`src/rtl/seg_display_mux_if.sv`:
```
// Display bus for seg_display_mux: packed BCD/decimal-point request in,
// multiplexed active-low segment/anode drive and frame pulse out.
interface seg_display_mux_if;
  logic [11:0] i_bcd;
  logic [2:0]  i_dp;
  logic [7:0]  o_seg;
  logic [2:0]  o_an;
  logic        o_frame;

  modport master (output i_bcd, i_dp, input o_seg, o_an, o_frame);
  modport slave  (input i_bcd, i_dp, output o_seg, o_an, o_frame);
endinterface

```
`src/rtl/seg_display_mux.sv`:
```
// 3-digit multiplexed active-low seven-segment driver with per-frame input snapshot.
// Optional leading-zero blanking of digits 2/1 when SEG_LEADING_ZERO_BLANK_EN is defined.
module seg_display_mux #(
  parameter int CLK_HZ       = 100_000_000,
  parameter int SCAN_HZ      = 1000,
  parameter int BLANK_CYCLES = 100
) (
  input logic               i_clk,
  input logic               i_reset,
  seg_display_mux_if.slave  bus
);

  localparam int DIV = CLK_HZ / SCAN_HZ;
  localparam int CW  = $clog2(DIV);
  localparam logic [CW-1:0] LAST      = CW'(DIV - 1);
  localparam logic [CW-1:0] BLANK_LIM = CW'(BLANK_CYCLES);

  logic [CW-1:0] cnt_reg;
  logic [1:0]    idx_reg;
  logic [11:0]   snap_bcd_reg;
  logic [2:0]    snap_dp_reg;
  logic [7:0]    seg_reg;
  logic [2:0]    an_reg;
  logic          frame_reg;

  logic          tick;
  logic          wrap;
  logic [7:0]    seg_next;
  logic [2:0]    an_next;
  logic [6:0]    glyph [3];
  logic [2:0]    blank;

  assign tick = (cnt_reg == LAST);
  assign wrap = tick && (idx_reg == 2'd2);

  // Active-low {g,f,e,d,c,b,a}; non-decimal nibbles show a dash.
  function automatic logic [6:0] encode(input logic [3:0] nib);
    logic [6:0] pat;
    case (nib)
      4'd0:    pat = 7'h40;
      4'd1:    pat = 7'h79;
      4'd2:    pat = 7'h24;
      4'd3:    pat = 7'h30;
      4'd4:    pat = 7'h19;
      4'd5:    pat = 7'h12;
      4'd6:    pat = 7'h02;
      4'd7:    pat = 7'h78;
      4'd8:    pat = 7'h00;
      4'd9:    pat = 7'h10;
      default: pat = 7'h3F;
    endcase
    return pat;
  endfunction

  generate
    for (genvar gi = 0; gi < 3; gi++) begin : g_glyph
      assign glyph[gi] = encode(snap_bcd_reg[4*gi +: 4]);
    end
  endgenerate

`ifdef SEG_LEADING_ZERO_BLANK_EN
  assign blank[2] = (snap_bcd_reg[11:8] == 4'd0);
  assign blank[1] = (snap_bcd_reg[11:8] == 4'd0) && (snap_bcd_reg[7:4] == 4'd0);
  assign blank[0] = 1'b0;
`else
  assign blank = 3'b000;
`endif

  always_comb begin
    seg_next = 8'hFF;
    an_next  = 3'b111;
    for (int k = 0; k < 3; k++) begin
      if (idx_reg == 2'(k)) begin
        an_next[k] = 1'b0;
        seg_next   = {~snap_dp_reg[k], (blank[k] ? 7'h7F : glyph[k])};
      end
    end
    // Anti-ghosting: anodes stay off while segments settle on the new digit.
    if (cnt_reg < BLANK_LIM) an_next = 3'b111;
  end

  always_ff @(posedge i_clk or posedge i_reset) begin
    if (i_reset) begin
      cnt_reg      <= '0;
      idx_reg      <= 2'd0;
      snap_bcd_reg <= 12'd0;
      snap_dp_reg  <= 3'd0;
      seg_reg      <= 8'hFF;
      an_reg       <= 3'b111;
      frame_reg    <= 1'b0;
    end else begin
      cnt_reg <= tick ? '0 : cnt_reg + 1'b1;
      if (tick) idx_reg <= (idx_reg == 2'd2) ? 2'd0 : idx_reg + 2'd1;
      if (wrap) begin
        snap_bcd_reg <= bus.i_bcd;
        snap_dp_reg  <= bus.i_dp;
      end
      frame_reg <= wrap;
      seg_reg   <= seg_next;
      an_reg    <= an_next;
    end
  end

  assign bus.o_seg   = seg_reg;
  assign bus.o_an    = an_reg;
  assign bus.o_frame = frame_reg;

endmodule

```
`src/flat_wrapper.sv`:
```
// flat-port wrapper written by rule: the top's interface ports become plain ports
module seg_display_mux_flat 
#(
  parameter int CLK_HZ       = 100_000_000,
  parameter int SCAN_HZ      = 1000,
  parameter int BLANK_CYCLES = 100
)
  (i_clk, i_reset, bus_i_bcd, bus_i_dp, bus_o_seg, bus_o_an, bus_o_frame);
  seg_display_mux_if bus_i ();
  input logic i_clk;
  input logic i_reset;
  input wire logic [$bits(bus_i.i_bcd)-1:0] bus_i_bcd;
  input wire logic [$bits(bus_i.i_dp)-1:0] bus_i_dp;
  output wire logic [$bits(bus_i.o_seg)-1:0] bus_o_seg;
  output wire logic [$bits(bus_i.o_an)-1:0] bus_o_an;
  output wire logic [$bits(bus_i.o_frame)-1:0] bus_o_frame;
  assign bus_i.i_bcd = bus_i_bcd;
  assign bus_i.i_dp = bus_i_dp;
  assign bus_o_seg = bus_i.o_seg;
  assign bus_o_an = bus_i.o_an;
  assign bus_o_frame = bus_i.o_frame;
  seg_display_mux #(.CLK_HZ(CLK_HZ), .SCAN_HZ(SCAN_HZ), .BLANK_CYCLES(BLANK_CYCLES)) u_core (.i_clk(i_clk), .i_reset(i_reset), .bus(bus_i));
endmodule
```
`config.mk`:
```
export PLATFORM = sky130hd
export DESIGN_NAME = seg_display_mux_flat
export DESIGN_NICKNAME = d
export VERILOG_FILES = /design/src/rtl/seg_display_mux_if.sv /design/src/rtl/seg_display_mux.sv /design/src/flat_wrapper.sv
export SDC_FILE = /design/constraint.sdc
export NUM_CORES = 1
export LEC_CHECK = 0
export ABC_AREA = 1
export ABC_CLOCK_PERIOD_IN_PS = 3350
export CORE_UTILIZATION = 55
export DETAILED_ROUTE_END_ITERATION = 12
export GPL_TIMING_DRIVEN = 0
export PLACE_DENSITY_LB_ADDON = 0.2
export SLEW_MARGIN = 20
export SYNTH_ARGS = -nofsm -noshare
export SYNTH_HDL_FRONTEND = slang
export SYNTH_SLANG_ARGS = --single-unit
```
`constraint.sdc`:
```
create_clock -name i_clk -period 3.35 [get_ports i_clk]
set_input_delay 0.5025 -clock i_clk [delete_from_list [all_inputs] [get_ports i_clk]]
set_output_delay 0.5025 -clock i_clk [all_outputs]
set_load 0.03 [all_outputs]
```
== Word-level counts from Yosys, hierarchy flattened ==
Memories as Yosys holds them, arrays and structs flattened.
Index checks and enable logic that the tools add are counted.
Operators by class
  $add $sub $neg: 2
  magnitude comparators: 1
  equality and inequality tests: 3
  mux-type cells: 9
  bitwise operators: 3
  reduce and logical (&&, ||, !) cells: 2
Operators by type and width (number)
  two-way mux 8 bit: 3
  adder 17 x 1 -> 17 bit, second input constant: 1
  equality test 17 bit, second input constant: 1
  < comparator 17 x 7 -> 1 bit, second input constant: 1
  two-way mux 17 bit: 1
  two-way mux 1 bit: 3
  two-way mux 3 bit: 1
  inverter 1 bit: 3
  adder 2 x 1 -> 2 bit, second input constant: 1
  equality test 2 x 1 -> 1 bit, second input constant: 1
  equality test 2 bit, second input constant: 1
  zero test 2 bit: 1
  two-way mux 2 bit: 1
  logical AND 1 bit: 1
Word-level totals
  register bits after elaboration: 46
  bits in read-only memories: 336
  bits of input ports: 17
  output and inout bits: 12
  word-level logic and storage cells: 30
  memories: 3
Memory list
  (no name shown): depth 16, width 7, read ports 1, clocked after memory_dff 0, wr ports 0, line seg_display_mux.sv:39  | case (nib)
  (no name shown): depth 16, width 7, read ports 1, clocked after memory_dff 0, wr ports 0, line seg_display_mux.sv:39
  (no name shown): depth 16, width 7, read ports 1, clocked after memory_dff 0, wr ports 0, line seg_display_mux.sv:39

== Logic depth before layout (Yosys ltp) ==
Gate-level depths: netlist (run 1).
  depth after elaboration: 4
  depth in mapped cells: 9

== Least setup slack after synthesis (run 1) ==
OpenSTA, ideal clock, no wires.
  path kind: flip-flop to flip-flop
  start point: reg u_core.cnt_reg[0]
  end point: reg u_core.snap_bcd_reg[10]
  arrival: 1.250 ns
  setup slack: 1.983 ns
  stages on the path, launching flop included: 10
  path through: dfrtp_1 ha_1 nand2_2 inv_4 nand2_4 nor2_8 nand3_4 buf_6 nand2_1 nand2_1
On the way
  word-level cells in the longest chain between the ends: 2
Ends and longest elaborated chain
  start: declaration: line seg_display_mux.sv:18  | logic [CW-1:0] cnt_reg;
  start signal: assignment: line seg_display_mux.sv:92  | cnt_reg <= tick ? '0 : cnt_reg + 1'b1;
  equality test 17 bit: line seg_display_mux.sv:33  | assign tick = (cnt_reg == LAST);
  logical AND 1 bit: line seg_display_mux.sv:34  | assign wrap = tick && (idx_reg == 2'd2);
  end signal: assignment: line seg_display_mux.sv:95  | snap_bcd_reg <= bus.i_bcd;
  end: declaration: line seg_display_mux.sv:20  | logic [11:0] snap_bcd_reg;
Every way passes these cells.
A chain may end at the register's enable or synchronous reset.

== Worst setup path after layout (run 1) ==
  start point: reg u_core.an_reg[1], in the netlist u_core.bus.o_an[1]
  end point: out bus_o_an[1]
RTL lines
  start: declaration: line seg_display_mux.sv:23  | logic [2:0] an_reg;
  start signal: assignment: line seg_display_mux.sv:100  | an_reg <= an_next;
  end: declaration: line flat_wrapper.sv:15  | output wire logic [$bits(bus_i.o_an)-1:0] bus_o_an;
No word-level cell between the ends.

==> impl_metrics.csv, run 1 <==
group,metric,value,unit
sta,clock_skew,0.00595,ns
min_path,hold_path_class,"primary input to async pin",
sta,slew_headroom,77.3,%
clocking,cts_tree,"built",
floorplanning,floorplan.initialDensity,58.0,%
detailed_routing,drtPass1Iterations,4,
critical_path,worstPathMaxFanout,1,
critical_path,worstPathArrival,1.49,ns
layout,synthToLayoutAreaGrowth,17.1,%
floorplanning,fp.coreArea,4820,um^2
critical_path,path_class,"register to output pin",
floorplanning,die_w,73.3,um
job,cap_viol_max_count,0,
synthesis,synth_edf_count,0,
synthesis,async_reset_ff_share,100,%
critical_path,cp_cell_sequence,"clkdlybuf4s50_1",
placement,gp_congestion,0.950,
sta,slew_violations,0,
grt,use_met2,35.4,%
grt,grt_usage,23.9,%
run_status,outcome,"completed",
synthesis,ys_ff_latch,46,
grt,grt.busiest_layer,"met1",
sta,tns,0,ns
layout,largest_reg_flops,17,
synthesis,ys_warn_count,0,
sta,finalHoldViolCount,0,
clocking,cts_root_buf,"clkbuf_8",
pwr,p_leak,0.00162,uW
synthesis,ys.flop_type,"dfrtp_1",
synthesis,yosysUniqueCellTypes,30,
clocking,clk_latency,0.30,ns
sta,fin_crit,2.00,ns
detailed_routing,ant_nets,0,
clocking,cts_setup_buffers,0,
clocking,clock_sinks,46,
clocking,clk_pin_slew_worst_paths,0.08,ns
placement,placed_area,3180,um^2
layout,instances_no_fill,466,
floorplanning,die_y,73.3,um
layout,fillCellCount,431,
floorplanning,die_area,5370,um^2
synthesis,syn_avg_cell_area,7.72,um^2
layout,num-nets-final,431,
synthesis,synth_nets,395,
floorplanning,num_rows,25,
layout,n_antenna_cell,0,
sta,tightest_slew,0.340,ns
sta,finalSetupViolCount,0,
grt,grt.overflow.total,0,
pwr,power,940,uW
critical_path,endpoint_kind,"output pin",
synthesis,seq_area_frac_synth,41.7,%
detailed_routing,vias,2360,
layout,fin_area,3270,um^2
grt,grt_use_met3,5.08,%
pwr,ir_drop,148,uV
clocking,cts_resized,0,
grt,grt_pass1_vias,2128,
critical_path,slowest_stage,"clkdlybuf4s50_1",
layout,layout-drive-gt1-share,11.8,%
floorplanning,io-pin-count,29,
synthesis,syn_inst,362,
detailed_routing,routed_via_density,5.06,
sta,fmax,501,MHz
grt,grt_use_met1,35.7,%
critical_path,cp.required,2.85,ns
critical_path,slowest_delay,0.67,ns
critical_path,crit_family,"buffers and inverters",
pwr,pwr_density_cell,287,nW/um^2
clocking,ctsHoldBuffers,0,
placement,hpwlAfterDp,4.39,mm
detailed_routing,drtIter0Drc,180,
clocking,cts.htree.levels,2,
sta,whs,0.478,ns
detailed_routing,routedWlPerCell,12.4,um
sta,finalCritPeriodShare,59.6,%
detailed_routing,drc,0,
synthesis,syn_area,2800,um^2
grt,antenna_found_initial,0,
sta,grt_setup_unrepaired,"false",
detailed_routing,wl,5.76,mm
placement,portBuffers,28,
critical_path,crit_buf_inv,1,
critical_path,startpoint_type,"register",
placement,dp_cells,458,
grt,grt_max_degree,34,
grt,grt_pass1_wl,9.82,mm
clocking,numCtsBuffers,5,
clocking,cts-root-to-sink-buffers,2,
## through the flow
stage          util (%)  setup slack, ns
2_1_floorplan         -             1.78
3_3_place_gp       65.6            0.883
3_5_place_dp       66.0             1.67
4_1_cts            68.0             1.34
5_1_grt            68.0             1.32
6_report           68.0             1.35
## report_power, final
| group | switching, uW | internal (uW) | leakage [uW] |
|---|---|---|---|
| Sequential | 0 | 555 | 0.000512 |
| Combinational | 13.2 | 18.5 | 0.00106 |
| Clock | 187 | 166 | 0.0000472 |
## cell families after synthesis
group	after synthesis	synth area share, %
xor+xnor	6	1.88
compound gates	26	5.33
simple gates	219	36.0
fa+ha+maj	16	7.16
flops	46	41.7
buf+inv	49	7.97
## cells in the final DEF (no fill, tap or decap), drive strengths merged
cell           instances
a21oi                  7
a31oi                  1
buf                    3
clkbuf                 9
clkdlybuf4s50         28
clkinv                 1
clkinvlp               1
dfrtp                 35
dfstp                 11
ha                    16
inv                   44
nand2                118
nand3                 23
nand4                 20
nor2                  54
nor3                   2
o211ai                 4
o21ai                 13
o221ai                 1
or2                    2
xor2                   6
## worst reg2reg max path, stage by stage, from the launching register on
cell and delay [ns]:
dfrtp_1 0.41, ha_1 0.20, nand2_2 0.09, inv_4 0.08, nand2_4 0.07, nor2_8 0.18
nand3_4 0.13, buf_6 0.17, nand2_1 0.05, nand2_1 0.05
## synth_stat cells (2+ instances only)
| master | number | area share, % |
|---|---|---|
| o21ai_0 | 8 | 1.4 |
| o211ai_1 | 4 | 1.1 |
| nor2_1 | 48 | 6.4 |
| dfstp_2 | 11 | 10 |
| nand3_1 | 21 | 3.8 |
| nor2_8 | 2 | 1.4 |
| nand2_1 | 113 | 15 |
| nor3_1 | 2 | 0.36 |
| buf_6 | 2 | 0.81 |
| nand2_2 | 3 | 0.67 |
| or2_2 | 2 | 0.45 |
| clkbuf_8 | 2 | 0.98 |
| nand4_1 | 19 | 4.3 |
| nand2_4 | 2 | 0.81 |
| dfrtp_1 | 35 | 31 |
| o21ai_1 | 5 | 0.90 |
| inv_1 | 40 | 5.4 |
| a21oi_1 | 6 | 1.1 |
| nor2_2 | 4 | 0.90 |
| inv_2 | 3 | 0.40 |
| xor2_1 | 6 | 1.9 |
| ha_1 | 16 | 7.2 |
## metal layers
layer	share of wire, %	wire length (um)
met2	44	2510
met5	0	0
met3	5.9	340
met4	0.92	53
met1	50	2860
## final timing paths
| kind | to | depth (start not counted) | slack [ns] | start |
|---|---|---|---|---|
| max | bus_o_an[1] | 1 | 1.35 | u_core.bus.o_an[1] |
| min | u_core.cnt_reg[2] | 2 | 0.48 | i_reset |
| max reg2reg | u_core.snap_bcd_reg[10] | 9 | 1.80 | u_core.cnt_reg[0] |
| min reg2reg | u_core.snap_dp_reg[1] | 2 | 0.49 | u_core.snap_dp_reg[1] |
| max in group asynchronous | u_core.bus.o_seg[2] | 3 | 2.33 | i_reset |
| min in group i_clk | u_core.snap_dp_reg[1] | 2 | 0.49 | u_core.snap_dp_reg[1] |
## layout make-up
type                            instances  area [um^2]  area share [%]
Multi-Input combinational cell        267         1410            43.0
Sequential cell                        46         1160            35.6
Timing Repair Buffer                   29          300            9.17
Inverter                               44          168            5.12
Tap cell                               67         83.8            2.56
Clock buffer                            6         82.6            2.52
Buffer                                  5         55.1            1.68
Clock inverter                          2         12.5           0.382
Power figures use the tool's default switching activity.
==> run 2, diff against run 1 <==
- ABC_CLOCK_PERIOD_IN_PS: 3350 -> 1900
- clock period: 3.35 -> 1.9 ns (I/O delays scaled with it)
==> results of run 2 <==
The final DEF is identical to that of run 1. Status: completed.
Among the figures that moved: setup slack after placement 1.67 ns -> 0.352 ns; setup slack after layout 1.35 ns -> 0.120 ns; hold slack 0.478 ns -> 0.260 ns; register-to-register setup slack 1.80 ns -> 0.35 ns; total power 940 uW -> 1660 uW; worst IR drop on VDD 148 uV -> 262 uV
==> run 3, diff against run 2 <==
- ABC_CLOCK_PERIOD_IN_PS: 1900 -> 1560
- CORE_UTILIZATION: 55 -> 53
- CTS_BUF_LIST: not set -> sky130_fd_sc_hd__clkbuf_4 sky130_fd_sc_hd__clkbuf_8
- clock period: 1.9 -> 1.56 ns (I/O delays scaled with it)
==> run 3 against run 2 <==
Via count rose by 3.2%. Sequential cell count did not move. Sequential share of layout area fell by 1.4 points. Die area rose by 3.7%. Clock skew rose by 0.0026 ns. Clock-buffer cell count fell by 1.
==> impl_metrics.csv, run 3 (synthesized netlist as in run 1, its figures left out) <==
group,metric,value,unit
run_status,outcome,"completed",
clocking,cts-root-to-sink-buffers,2,
critical_path,slowest_delay,0.47,ns
clocking,cts_tree,"built",
detailed_routing,routed_via_density,5.10,
layout,fin_area,3420,um^2
min_path,hold_path_class,"primary input to async pin",
detailed_routing,ant_nets,0,
critical_path,startpoint_type,"register",
floorplanning,die_y,74.6,um
floorplanning,die_area,5570,um^2
grt,grt_max_degree,30,
pwr,p_leak,0.00171,uW
critical_path,cp.required,1.76,ns
detailed_routing,wl_met1,2.97,mm
detailed_routing,drtPass1Iterations,4,
sta,finalCritPeriodShare,96.0,%
sta,layout_setup_ws,0.0617,ns
detailed_routing,wl_met3,185,um
layout,num-nets-final,439,
pwr,ir_drop,490,uV
sta,fmax,667,MHz
placement,portBuffers,28,
placement,dp_cells,461,
layout,layout_commonest_cell,"nand2_1",
floorplanning,floorplan.initialDensity,54.7,%
detailed_routing,vias,2435,
sta,slew_violations,0,
layout,n_antenna_cell,0,
layout,largest_reg_flops,17,
floorplanning,num_rows,26,
sta,clock_skew,0.00850,ns
grt,grt_usage,23.1,%
detailed_routing,wl,6.13,mm
critical_path,worstPathArrival,1.70,ns
grt,grt.overflow.total,0,
sta,slew_headroom,58.6,%
pwr,pwr_density_cell,678,nW/um^2
grt,grt_pass1_vias,2090,
critical_path,cp_cell_sequence,"nor2_4 > nand2_2 > nor2_8 > nand3_4 > clkbuf_16 > nand2_1 > nand2_1",
placement,place_ws,0.0386,ns
clocking,clock_sinks,46,
sta,finalSetupViolCount,0,
critical_path,worstPathMaxFanout,8,
floorplanning,die_w,74.6,um
placement,hpwlAfterDp,4.59,mm
floorplanning,fp.coreArea,5110,um^2
clocking,ctsHoldBuffers,0,
layout,fin_util,67.0,%
critical_path,path_class,"register to register",
critical_path,cp_common_cell,"nand2_1",
sta,tightest_slew,0.621,ns
grt,grt_pass1_wl,9.61,mm
detailed_routing,drtIter0Drc,140,
layout,final_cell_mix,"nand2_1 (112), nor2_1 (48), inv_1 (39), dfrtp_1 (32), nand3_1 (21)",
sta,finalHoldViolCount,0,
clocking,cts_root_buf,"clkbuf_8",
detailed_routing,wl_met2,2.80,mm
clocking,numCtsBuffers,5,
layout,synthToLayoutAreaGrowth,22.4,%
sta,tns,0,ns
detailed_routing,routedWlPerCell,12.9,um
grt,antenna_found_initial,0,
clocking,clk_latency,0.31,ns
job,cap_viol_max_count,0,
detailed_routing,top_layer,"met4",
clocking,clk_pin_slew_worst_paths,0.09,ns
clocking,cts.htree.levels,2,
layout,layout-drive-gt1-share,14.7,%
critical_path,slowest_stage,"dfrtp_1",
floorplanning,io-pin-count,29,
placement,gp_congestion,0.918,
layout,instances_no_fill,477,
placement,placed_area,3190,um^2
sta,fin_crit,1.50,ns
critical_path,endpoint_kind,"register",
detailed_routing,drc,0,
run 3: cell count changes in the layout (fill, tap and decap cells not counted), moves of 2 or more:
cell | before | now
clkdlybuf4s50_1 | 28 | 16
dlygate4sd2_1 | 0 | 11
buf_4 | 0 | 7
dfrtp_1 | 35 | 32
dfrtp_2 | 0 | 3
bufinv_16 | 0 | 2
nor2_2 | 4 | 2
nor2_4 | 0 | 2
run 3: worst paths after layout:
kind | from | endpoint | slack, ns | cells after the start
worst max-delay path | u_core.cnt_reg[11] | u_core.snap_bcd_reg[8] | 0.06 | 7
worst min-delay path | i_reset | u_core.cnt_reg[13] | 0.32 | 2
worst max register to register | u_core.cnt_reg[11] | u_core.snap_bcd_reg[8] | 0.06 | 7
worst min register to register | u_core.cnt_reg[0] | u_core.cnt_reg[0] | 0.47 | 1
max in group asynchronous | i_reset | u_core.bus.o_seg[3] | 0.64 | 3
min in group i_clk | u_core.cnt_reg[0] | u_core.cnt_reg[0] | 0.47 | 1
run 3: layout make-up:
| class | count | area (um^2) |
|---|---|---|
| Tap cell | 70 | 87.6 |
| Multi-Input combinational cell | 267 | 1430 |
| Timing Repair Buffer | 37 | 374 |
| Fill cell | 474 | 1690 |
| Clock inverter | 3 | 68.8 |
| Sequential cell | 46 | 1170 |
| Clock buffer | 5 | 68.8 |
| Inverter | 44 | 168 |
| Buffer | 5 | 58.8 |
run 3: repair_timing:
action,4_1_cts,5_1_grt
setup buffers,0,7
pin swaps,0,3
cloned,0,1
setup endpoints to repair,11,18
gates resized for setup,11,10
run 3: report_power, final:
group | internal, uW | total [uW] | switching [uW]
Clock | 642 | 1060 | 416
Combinational | 41.7 | 71.1 | 29.3
Sequential | 1190 | 1190 | 0
Total | 1880 | 2320 | 446
run 3: critical path, delay by kind of cell (launching register included):
family / cells / cell delay, ns
flops: 1 / 0.47
buf+inv: 1 / 0.19
simple gates: 6 / 0.72
run 3: stage by stage:
| stage | hold slack [ns] | power, uW |
|---|---|---|
| floorplan | 0.389 | 1230 |
| finish | 0.324 | 2320 |
| CTS | 0.355 | 2350 |
| detailed placement | 0.469 | 1290 |
| global route | 0.399 | 2390 |
| global placement | 0.459 | 1280 |
run 3: layer usage:
layer / GRT usage, % / vias up
met5: 0 / -
met1: 33.0 / 1129
met3: 4.15 / 15
met2: 34.0 / 58
met4: 10.9 / 0
li1: - / 1233
